==> src/rtl/vga_pkg.sv <==
`default_nettype none
// ============================================================================
//  Module   : vga_pkg
//  Purpose  : Shared 640x480@60 timing constants and helpers for the VGA
//             timing generator, sprite and ROM-address stages.
//  Revision : 1.0 - initial release
// ============================================================================
package vga_pkg;

  localparam int CNT_W = 10;  // DrawX / DrawY width
  localparam int FC_W  = 8;   // frame counter width

  // Horizontal timing in pixels
  localparam int H_ACTIVE = 640;
  localparam int H_FP     = 16;
  localparam int H_SYNC   = 96;
  localparam int H_BP     = 48;
  localparam int H_TOTAL  = H_ACTIVE + H_FP + H_SYNC + H_BP;

  // Vertical timing in lines
  localparam int V_ACTIVE = 480;
  localparam int V_FP     = 10;
  localparam int V_SYNC   = 2;
  localparam int V_BP     = 33;
  localparam int V_TOTAL  = V_ACTIVE + V_FP + V_SYNC + V_BP;

  // Derived sync windows (inclusive bounds)
  localparam int H_SYNC_START = H_ACTIVE + H_FP;
  localparam int H_SYNC_END   = H_SYNC_START + H_SYNC - 1;
  localparam int V_SYNC_START = V_ACTIVE + V_FP;
  localparam int V_SYNC_END   = V_SYNC_START + V_SYNC - 1;

  // True when a counter value lies inside an inclusive window
  function automatic logic in_window(input logic [CNT_W-1:0] v,
                                     input logic [CNT_W-1:0] lo,
                                     input logic [CNT_W-1:0] hi);
    return (v >= lo) && (v <= hi);
  endfunction

endpackage
`default_nettype wire

==> src/rtl/vga_timing_gen.sv <==
`default_nettype none
// ============================================================================
//  Module   : vga_timing_gen
//  Purpose  : 640x480@60 VGA raster counters with registered, zero-skew
//             sync / blank / frame-start outputs and a frame counter.
//             Timing overrides default to the vga_pkg constants.
//  Revision : 1.0 - initial release
// ============================================================================
module vga_timing_gen
  import vga_pkg::*;
#(
  parameter int H_ACTIVE_PX = H_ACTIVE,
  parameter int H_FP_PX     = H_SYNC_START - H_ACTIVE,
  parameter int H_SYNC_PX   = H_SYNC_END - H_SYNC_START + 1,
  parameter int H_BP_PX     = H_TOTAL - H_SYNC_END - 1,
  parameter int V_ACTIVE_LN = V_ACTIVE,
  parameter int V_FP_LN     = V_SYNC_START - V_ACTIVE,
  parameter int V_SYNC_LN   = V_SYNC_END - V_SYNC_START + 1,
  parameter int V_BP_LN     = V_TOTAL - V_SYNC_END - 1
)(
  input  logic             vga_clk,
  input  logic             reset_n,
  output logic [CNT_W-1:0] DrawX,
  output logic [CNT_W-1:0] DrawY,
  output logic             hs,
  output logic             vs,
  output logic             blank,
  output logic             frame_start,
  output logic [FC_W-1:0]  frame_count
);

  localparam logic [CNT_W-1:0] C_H_ACT  = CNT_W'(H_ACTIVE_PX);
  localparam logic [CNT_W-1:0] C_H_SS   = CNT_W'(H_ACTIVE_PX + H_FP_PX);
  localparam logic [CNT_W-1:0] C_H_SE   = CNT_W'(H_ACTIVE_PX + H_FP_PX + H_SYNC_PX - 1);
  localparam logic [CNT_W-1:0] C_H_LAST = CNT_W'(H_ACTIVE_PX + H_FP_PX + H_SYNC_PX + H_BP_PX - 1);
  localparam logic [CNT_W-1:0] C_V_ACT  = CNT_W'(V_ACTIVE_LN);
  localparam logic [CNT_W-1:0] C_V_SS   = CNT_W'(V_ACTIVE_LN + V_FP_LN);
  localparam logic [CNT_W-1:0] C_V_SE   = CNT_W'(V_ACTIVE_LN + V_FP_LN + V_SYNC_LN - 1);
  localparam logic [CNT_W-1:0] C_V_LAST = CNT_W'(V_ACTIVE_LN + V_FP_LN + V_SYNC_LN + V_BP_LN - 1);

  logic [CNT_W-1:0] r_x, r_y;
  logic             r_hs, r_vs, r_blank, r_fs;
  logic [FC_W-1:0]  r_fc;

  logic [CNT_W-1:0] w_x_nxt, w_y_nxt;
  logic             w_x_last, w_y_last, w_wrap;
  logic             w_hs_nxt, w_vs_nxt, w_blank_nxt;
  logic [FC_W-1:0]  w_fc_nxt;

  // Next raster position with explicit wraps; outputs decode the next
  // position so they land in the same register stage as the counters.
  always_comb begin
    w_x_last    = (r_x == C_H_LAST);
    w_y_last    = (r_y == C_V_LAST);
    w_wrap      = w_x_last && w_y_last;
    w_x_nxt     = w_x_last ? '0 : r_x + 10'd1;
    w_y_nxt     = r_y;
    if (w_x_last) begin
      w_y_nxt   = w_y_last ? '0 : r_y + 10'd1;
    end
    w_hs_nxt    = !in_window(w_x_nxt, C_H_SS, C_H_SE);
    w_vs_nxt    = !in_window(w_y_nxt, C_V_SS, C_V_SE);
    w_blank_nxt = (w_x_nxt < C_H_ACT) && (w_y_nxt < C_V_ACT);
    w_fc_nxt    = w_wrap ? r_fc + 8'd1 : r_fc;
  end

  // Counter and output register stage; reset parks the raster at a dark (0,0)
  always_ff @(posedge vga_clk or negedge reset_n) begin
    if (!reset_n) begin
      r_x     <= '0;
      r_y     <= '0;
      r_hs    <= 1'b1;
      r_vs    <= 1'b1;
      r_blank <= 1'b0;
      r_fs    <= 1'b0;
      r_fc    <= '0;
    end else begin
      r_x     <= w_x_nxt;
      r_y     <= w_y_nxt;
      r_hs    <= w_hs_nxt;
      r_vs    <= w_vs_nxt;
      r_blank <= w_blank_nxt;
      r_fs    <= w_wrap;
      r_fc    <= w_fc_nxt;
    end
  end

  assign DrawX       = r_x;
  assign DrawY       = r_y;
  assign hs          = r_hs;
  assign vs          = r_vs;
  assign blank       = r_blank;
  assign frame_start = r_fs;
  assign frame_count = r_fc;

endmodule
`default_nettype wire

==> config.mk <==
export PLATFORM = sky130hd
export DESIGN_NAME = vga_timing_gen
export DESIGN_NICKNAME = d
export VERILOG_FILES = /design/src/rtl/vga_pkg.sv /design/src/rtl/vga_timing_gen.sv
export SDC_FILE = /design/constraint.sdc
export NUM_CORES = 1
export LEC_CHECK = 0
export ABC_CLOCK_PERIOD_IN_PS = 3410
export BUFFER_PORTS_ARGS = -buffer_cell sky130_fd_sc_hd__buf_2
export CORE_MARGIN = 10
export CORE_UTILIZATION = 25
export DETAILED_ROUTE_END_ITERATION = 6
export SLEW_MARGIN = 25
export SYNTH_ARGS = -nofsm -noshare
export SYNTH_HDL_FRONTEND = slang
export SYNTH_SLANG_ARGS = --single-unit
==> constraint.sdc <==
create_clock -name vga_clk -period 3.41 [get_ports vga_clk]
set_input_delay 0.5115 -clock vga_clk [delete_from_list [all_inputs] [get_ports vga_clk]]
set_output_delay 0.5115 -clock vga_clk [all_outputs]
set_load 0.01 [all_outputs]
==> results_dict.tcl, run 1 <==
set metrics [dict create \
    rr_worst_depth 6 \
    clockBufferDepth 2 \
    power.switching_mw 0.159 \
    p_leak_nw 0.958 \
    ant_nets 0 \
    cp_max_fo 12 \
    dp_hpwl_mm 3.28 \
    postCtsSetupBuffers 0 \
    cp_cell_sequence "or4b_1 -> nor3_2 -> buf_4 -> and4_1 -> nand4_1 -> xnor2_1" \
    synth_edf_count 0 \
    clkTransAtPathRegs_ns 0.07 \
    powerDensity_nw_per_um2 364 \
    start_util_pct 25.6 \
    synth_area_per_cell_sq_um 10.4 \
    multiInputGateArea_sq_um 865 \
    synth_top_area_share_pct 43.4 \
    clock_skew_ns 0.00690 \
    cts_tree "built" \
    wl_met1_mm 1.98 \
    share_seq_of_total_power_pct 50.3 \
    cts_sinks 32 \
    drc 0 \
    grt_use_total_pct 9.01 \
    dr.pass1.iters 4 \
    yosys_warnings 0 \
    core_sq_um 6760 \
    htreeDepth 2 \
    grt_pass1_wl_mm 7.43 \
    grt_overflow 0 \
    ys_seq_elements 32 \
    regArea_sq_um 803 \
    required_ns 3.58 \
    cp-end-kind "flip-flop" \
    yosys.area.top_type "dfrtp_1" \
    grt_max_degree 33 \
    grt_pass1_vias 1455 \
    yosysUniqueCellTypes 47 \
    drt-total-wl_mm 4.43 \
    syn_area_sq_um 1730 \
    path_class "reg -> reg" \
    cts_buffers 5 \
    timing.reg2reg.setup_slack_ns 1.13 \
    hold_buffers 0 \
    num-fill-cells 721 \
    finalSetupTns_ns 0 \
    syn2layout_area_growth_pct 19.9 \
    maxCapViolCount 0 \
    slew_headroom_pct 51.7 \
    worst_slack_ns 1.13 \
    drive_above_1_share_pct 25.2 \
    hold_viol 0 \
    hold_path.class "in -> async" \
    p_sw_share_pct 21.1 \
    wl_met3_um 428 \
    period_needed_ns 2.28 \
    cts-root-buf "clkbuf_8" \
    p_int_mw 0.596 \
    drtIter0Drc 126 \
    synth_cells 167 \
    synth_most_common_cell "dfrtp_1" \
    die_h_um 103 \
    port_buffers 33 \
    max_freq_mhz 439 \
    clkPwrFrac_pct 48.7 \
    num_rows 30 \
    gp_congestion 0.878 \
    r2r_start "DrawX[6]" \
    avgRoutedWirePerCell_um 15.7 \
    start_kind "flip-flop" \
    num_vias 1418 \
    slowest_delay_ns 0.71 \
    chipWidth_um 103 \
    setup_violations 0 \
    n_antenna_cell 0 \
    vdd_drop_max_mv 0.110 \
    post-place-ws_ns 1.18 \
    ctsResizeCount 0 \
    top_layer_used "met4" \
    critPathArrivalTime_ns 2.45 \
    r2r_end "frame_count[6]" \
    synthFlopType "dfrtp_1" \
    tightest_slew_ns 0.724 \
    antenna_found_initial 0 \
    critPathSlowestCell "or4b_1" \
    seq_area_frac_synth_pct 46.4 \
    via_per_inst 5.03 \
    finish.net_count 208 \
    wl_met2_mm 1.95 \
    async_reset_ff_share_pct 100 \
    syn-num-nets 174 \
    clock_latency_ns 0.29 \
    synthTopCellsByCount "dfrtp_1, nand2_1, nand4_1" \
    ioPinCount 34 \
    drv_slew 0 \
    dieArea_sq_um 10600 \
    status "complete, no violations" \
    rsz0062_at_grt "false" \
    period_share_pct 66.8 \
    yosys-top-cells-area "dfrtp_1, xnor2_1, nand4_1" \
    comb_power_share_pct 1.0 \
]
## cells by family after synthesis
logic type                 share of synthesized area, %
AOI/OAI and AO/OA                                  11.7
muxes                                             0.651
adders and majority gates                          3.62
DFF                                                46.4
and+or+nand+nor                                    25.4
buffers and inverters                              3.61
xor gates and xnor gates                           8.60
## worst max path at each step
| stage | depth (start not counted) | startpoint | endpoint | slack, ns |
|---|---|---|---|---|
| 2_1_floorplan | 7 | DrawX[0] | blank | 1.38 |
| 3_3_place_gp | 6 | DrawX[6] | frame_count[6] | 1.20 |
| 3_5_place_dp | 6 | DrawX[6] | frame_count[6] | 1.18 |
| 4_1_cts | 6 | DrawX[6] | frame_count[6] | 1.15 |
| 5_1_grt | 6 | DrawX[6] | frame_count[7] | 1.01 |
| 6_report | 6 | DrawX[6] | frame_count[6] | 1.13 |
## placed cells by master (no fill, tap or decap), drive strengths merged, types with 4 or more instances in the layout
cell type | Yosys | routed
dfrtp | 30 | 30
xor2 | 6 | 6
nand3 | 8 | 8
nand2 | 13 | 13
clkbuf | 4 | 5
and4 | 5 | 5
nor3 | 4 | 4
nor4 | 4 | 4
inv | 6 | 6
nand4 | 13 | 13
buf | 3 | 34
xnor2 | 11 | 11
ha | 5 | 5
o21ai | 5 | 5
a21oi | 5 | 5
nor2 | 7 | 7
## per-layer routing
| metal | GRT usage, % | vias up |
|---|---|---|
| met5 | 0 | - |
| met3 | 3.52 | 9 |
| met4 | 4.28 | 0 |
| met2 | 13.5 | 39 |
| met1 | 11.1 | 692 |
| li1 | - | 678 |
## cell type report
class	count	area share (%)
repair buffers	34	8.32
clock inverters	3	2.05
inverters	6	1.09
clock buffers	5	3.32
multi-input cells	122	41.7
flip-flops and latches	32	38.7
well taps	80	4.83
## critical path: cells and delay by family, from the launching register on
| family | cells | cell delay [ns] |
|---|---|---|
| flops | 1 | 0.50 |
| buf+inv | 1 | 0.22 |
| xor+xnor | 1 | 0.15 |
| simple gates | 4 | 1.29 |
## power groups by stage
stage | Sequential, mW | Combinational [mW] | Clock, mW
after global placement | 0.387 | 0.00848 | 0
after detailed placement | 0.387 | 0.00833 | 0
after CTS | 0.379 | 0.00837 | 0.379
final | 0.379 | 0.00764 | 0.368
after floorplan | 0.387 | 0.000000335 | 0
after global routing | 0.379 | 0.00942 | 0.397
## state kept, by name (all words and copies together) (netlist names)
register / count
hs: 1
DrawX: 10
frame_start: 1
vs: 1
DrawY: 10
frame_count: 8
blank: 1
## through the flow
stage                     power (mW)  cell area, sq um  cells  util, %  hold WS (ns)
after global routing           0.786              2070    282     30.7         0.336
after CTS                      0.767              2070    282     30.7         0.298
after global placement         0.395              1960    274     29.1         0.456
after floorplan                0.387              1730    167        -         0.216
final                          0.755              2070    282     30.7         0.275
after detailed placement       0.395              1960    274     29.1         0.461
Note: power is estimated with default switching activity, not from simulation.
==> run 2, diff against run 1 <==
--- a/config.mk
+++ b/config.mk
@@ -5,7 +5,7 @@
 export SDC_FILE = /design/constraint.sdc
 export NUM_CORES = 1
 export LEC_CHECK = 0
-export ABC_CLOCK_PERIOD_IN_PS = 3410
+export ABC_CLOCK_PERIOD_IN_PS = 2100
 export BUFFER_PORTS_ARGS = -buffer_cell sky130_fd_sc_hd__buf_2
 export CORE_MARGIN = 10
 export CORE_UTILIZATION = 25
==> constraint.sdc (replaced) <==
create_clock -name vga_clk -period 2.1 [get_ports vga_clk]
set_input_delay 0.315 -clock vga_clk [delete_from_list [all_inputs] [get_ports vga_clk]]
set_output_delay 0.315 -clock vga_clk [all_outputs]
set_load 0.01 [all_outputs]
==> results_dict.tcl, run 2 (synthesis gave the netlist of run 1 again) <==
set metrics [dict create \
    ant_nets 0 \
    slew_headroom_pct 51.7 \
    finish.net_count 228 \
    ioPinCount 34 \
    grt_overflow 0 \
    cp-end-kind "flip-flop" \
    status "complete, no violations" \
    gp_congestion 0.908 \
    start_util_pct 25.6 \
    period_needed_ns 1.99 \
    cts_sinks 32 \
    cts_buffers 5 \
    grt_max_degree 33 \
    clock_latency_ns 0.28 \
    max_freq_mhz 504 \
    timing.reg2reg.setup_slack_ns 0.11 \
    power.switching_mw 0.233 \
    grt_pass1_vias 1474 \
    final_cell_mix "buf_2, dfrtp_1, buf_4, nand4_1, nand2_1" \
    drc 0 \
    setup_violations 0 \
    drtIter0Drc 80 \
    port_buffers 33 \
    path_class "reg -> reg" \
    num_rows 30 \
    grt_pass1_wl_mm 7.67 \
    drive_above_1_share_pct 33.8 \
    cp_max_fo 6 \
    cts-root-buf "clkbuf_8" \
    period_share_pct 94.5 \
    die_h_um 103 \
    clkTransAtPathRegs_ns 0.07 \
    mostFrequentLayoutCell "buf_2" \
    antenna_found_initial 0 \
    tightest_slew_ns 0.724 \
    clkPwrFrac_pct 43.7 \
    grt_use_total_pct 9.15 \
    core_sq_um 6760 \
    n_antenna_cell 0 \
    clock_skew_ns 0.00505 \
    hold_viol 0 \
    finalSetupTns_ns 0 \
    start_kind "flip-flop" \
    maxCapViolCount 0 \
    htreeDepth 2 \
    p_leak_nw 1.11 \
    hold_path.class "in -> async" \
    hold_ws_ns 0.0860 \
    syn2layout_area_growth_pct 30.7 \
    critPathArrivalTime_ns 2.13 \
    clockBufferDepth 2 \
    drv_slew 0 \
    dieArea_sq_um 10600 \
    via_per_inst 5.00 \
    hold_buffers 0 \
    chipWidth_um 103 \
    required_ns 2.24 \
    dr.pass1.iters 4 \
    num_vias 1511 \
    p_sw_share_pct 20.9 \
    powerDensity_nw_per_um2 494 \
    dp_hpwl_mm 3.47 \
    cts_tree "built" \
    comb_power_share_pct 1.1 \
    share_seq_of_total_power_pct 55.2 \
    p_int_mw 0.884 \
    vdd_drop_max_mv 0.272 \
    drt-total-wl_mm 4.72 \
    avgRoutedWirePerCell_um 15.6 \
]
[run 2: cell count changes in the layout (fill, tap and decap cells not counted), sizes merged]
cell      delta
buf         +20
clkinvlp     -1
clkbuf       +3
bufinv       -1
clkinv       -1
[run 2: critical path, cell delays in order, from the launching register on]
cell and delay [ns]:
dfrtp_1 0.37, buf_4 0.17, nor4b_4 0.31, buf_4 0.19, nand2_1 0.07, nor4_2 0.31
xor2_1 0.31, a211oi_2 0.12
[run 2: area by class of cell]
class / instances / area [sq um]
Clock buffer: 8 / 90.1
Tap cell: 80 / 100
Multi-Input combinational cell: 122 / 920
Timing Repair Buffer: 54 / 327
Sequential cell: 32 / 803
Fill cell: 707 / 4490
Inverter: 6 / 22.5
[run 2: worst paths after layout]
kind / start / end / cells after the start
max: DrawX[7] / blank / 7
min reg2reg: frame_count[7] / frame_count[7] / 1
max in group asynchronous: reset_n / DrawX[6] / 1
min in group vga_clk: frame_count[7] / frame_count[7] / 1
max reg2reg: DrawX[7] / blank / 7
min: reset_n / DrawY[0] / 1
[run 2: metrics by stage]
step	cells	setup slack (ns)	total power, mW	util (%)	instance area, sq um
6_report	302	0.115	1.12	33.5	2260
5_1_grt	302	-0.0174	1.16	33.5	2260
4_1_cts	298	0.0142	1.14	32.3	2180
3_5_place_dp	289	0.00449	0.642	30.7	2080
3_3_place_gp	289	-0.00804	0.642	30.7	2080
2_1_floorplan	167	0.0671	0.628	-	1730
[run 2: power groups by stage]
stage / clock (mW) / combinational [mW] / sequential, mW
3_5_place_dp: 0 / 0.0138 / 0.628
4_1_cts: 0.506 / 0.0137 / 0.616
5_1_grt: 0.528 / 0.0156 / 0.616
2_1_floorplan: 0 / 0.000000335 / 0.628
3_3_place_gp: 0 / 0.0138 / 0.628
6_report: 0.489 / 0.0124 / 0.616
[run 2: what timing repair did]
item,4_1_cts,5_1_grt
endpoints found under the setup margin,1,6
gates resized for setup,2,10
setup buffers,1,4
pin swaps,1,4
[run 2: layer usage]
metal  wire [um]  global-route usage, %
met2        2230                   14.2
met5           0                      0
met3         436                   3.32
met1        2020                   11.8
met4          29                   2.35
==> run 3, diff against run 2 <==
--- a/config.mk
+++ b/config.mk
@@ -10,6 +10,7 @@
 export CORE_MARGIN = 10
 export CORE_UTILIZATION = 25
 export DETAILED_ROUTE_END_ITERATION = 6
+export RECOVER_POWER = 100
 export SLEW_MARGIN = 25
 export SYNTH_ARGS = -nofsm -noshare
 export SYNTH_HDL_FRONTEND = slang
==> results_dict.tcl, run 3 (synthesis gave the netlist of run 1 again) <==
set metrics [dict create \
    status "finished, violations left" \
    violations "capacitance limit, slew limit" \
    power_mw 1.12 \
    critPathArrivalTime_ns 2.13 \
    ioPinCount 34 \
    htreeDepth 2 \
    grt_max_degree 33 \
    dr.pass1.iters 5 \
    r2r_end "blank" \
    antenna_found_initial 0 \
    core_sq_um 6760 \
    num_rows 30 \
    hold_viol 0 \
    maxCapViolCount 1 \
    dp.cells 289 \
    period_needed_ns 1.98 \
    drive_above_1_share_pct 19.8 \
    finish.instance_area_sq_um 2210 \
    grt_pass1_wl_mm 7.67 \
    start_util_pct 25.6 \
    n_antenna_cell 0 \
    grt_overflow 0 \
    path_class "reg -> reg" \
    period_share_pct 94.5 \
    cp_cell_sequence "buf_4 -> nor4b_4 -> buf_4 -> nand2_1 -> nor4_2 -> xor2_1 -> a211oi_2" \
    grt_use_total_pct 9.15 \
    critPathSlowestCell "dfrtp_1" \
    dp_hpwl_mm 3.47 \
    clkTransAtPathRegs_ns 0.07 \
    required_ns 2.25 \
    port_buffers 33 \
    start_kind "flip-flop" \
    final_cell_mix "clkbuf_1, dfrtp_1, nand4_1, nand2_1, buf_4" \
    drc 0 \
    grt_pass1_vias 1474 \
    post_dp_cell_area_sq_um 2080 \
    path_delay_family "simple AND/OR/NAND/NOR gates" \
    cp-end-kind "flip-flop" \
    cp_max_fo 6 \
    slew_headroom_pct -16.2 \
    final_cells 302 \
    hold_path.class "in -> async" \
    r2r_start "DrawX[7]" \
    drv_slew 33 \
    cts-root-buf "clkbuf_8" \
    dieArea_sq_um 10600 \
    via_per_inst 5.01 \
    clockBufferDepth 2 \
    finalSetupTns_ns 0 \
    num_vias 1514 \
    tightest_slew_ns 1.74 \
    powerDensity_nw_per_um2 506 \
    finish.net_count 228 \
    hold_ws_ns 0.479 \
    critical_path_buf_inv_count 2 \
    cts_buffers 5 \
    cts_tree "built" \
    drt-total-wl_mm 4.73 \
    cts_sinks 32 \
    syn2layout_area_growth_pct 27.6 \
    slowest_delay_ns 0.37 \
    p_leak_nw 0.995 \
    mostFrequentLayoutCell "clkbuf_1" \
    chipWidth_um 103 \
    clock_latency_ns 0.28 \
    vdd_drop_max_mv 0.272 \
    die_h_um 103 \
    max_freq_mhz 504 \
    setup_violations 0 \
    rr_worst_depth 7 \
    avgRoutedWirePerCell_um 15.7 \
    crit_top_cell "buf_4" \
    ant_nets 0 \
    timing.reg2reg.setup_slack_ns 0.12 \
    drtIter0Drc 113 \
    gp_congestion 0.908 \
    clock_skew_ns 0.00447 \
]
run 3: layout make-up:
class,instances,area (sq um)
clock buffers,8,90.1
fillers,722,4550
inverters,6,22.5
multi-input cells,122,920
flip-flops and latches,32,803
well taps,80,100
repair buffers,54,273
run 3: through the flow:
step,worst slack (ns),utilization (%)
after floorplan,0.0671,-
final,0.115,32.7
after detailed placement,0.00449,30.7
after global routing,-0.0177,32.7
after global placement,-0.00804,30.7
after CTS,0.0142,32.3
run 3: what timing repair did:
| item | CTS | global route |
|---|---|---|
| gates cloned | 0 | 0 |
| hold buffers | 0 | 0 |
| pin swaps | 1 | 4 |
| buffers inserted | 1 | 4 |
| setup endpoints to repair | 1 | 6 |
| resized for setup | 2 | 10 |
run 3: layer usage:
metal  global-route usage (%)  up-vias  wire length, um
met5                        0        -                0
met4                     2.35        0               29
met3                     3.32        4              425
met2                     14.2       52             2230
met1                     11.8      741             2050
li1                         -      717                -
run 3: worst max path at each step:
stage | cells after the start | endpoint | start | slack (ns)
2_1_floorplan | 7 | blank | DrawX[0] | 0.07
3_3_place_gp | 6 | blank | DrawX[6] | -0.008
3_5_place_dp | 6 | blank | DrawX[6] | 0.004
4_1_cts | 5 | blank | DrawX[6] | 0.01
5_1_grt | 7 | frame_count[6] | DrawY[1] | -0.02
6_report | 7 | blank | DrawX[7] | 0.12
run 3: power by group:
part	internal [mW]	leakage, nW	switching [mW]
registers	0.617	0.421	0
clock network	0.267	0.0455	0.222
logic	0.000315	0.529	0.0118
total	0.884	0.995	0.234
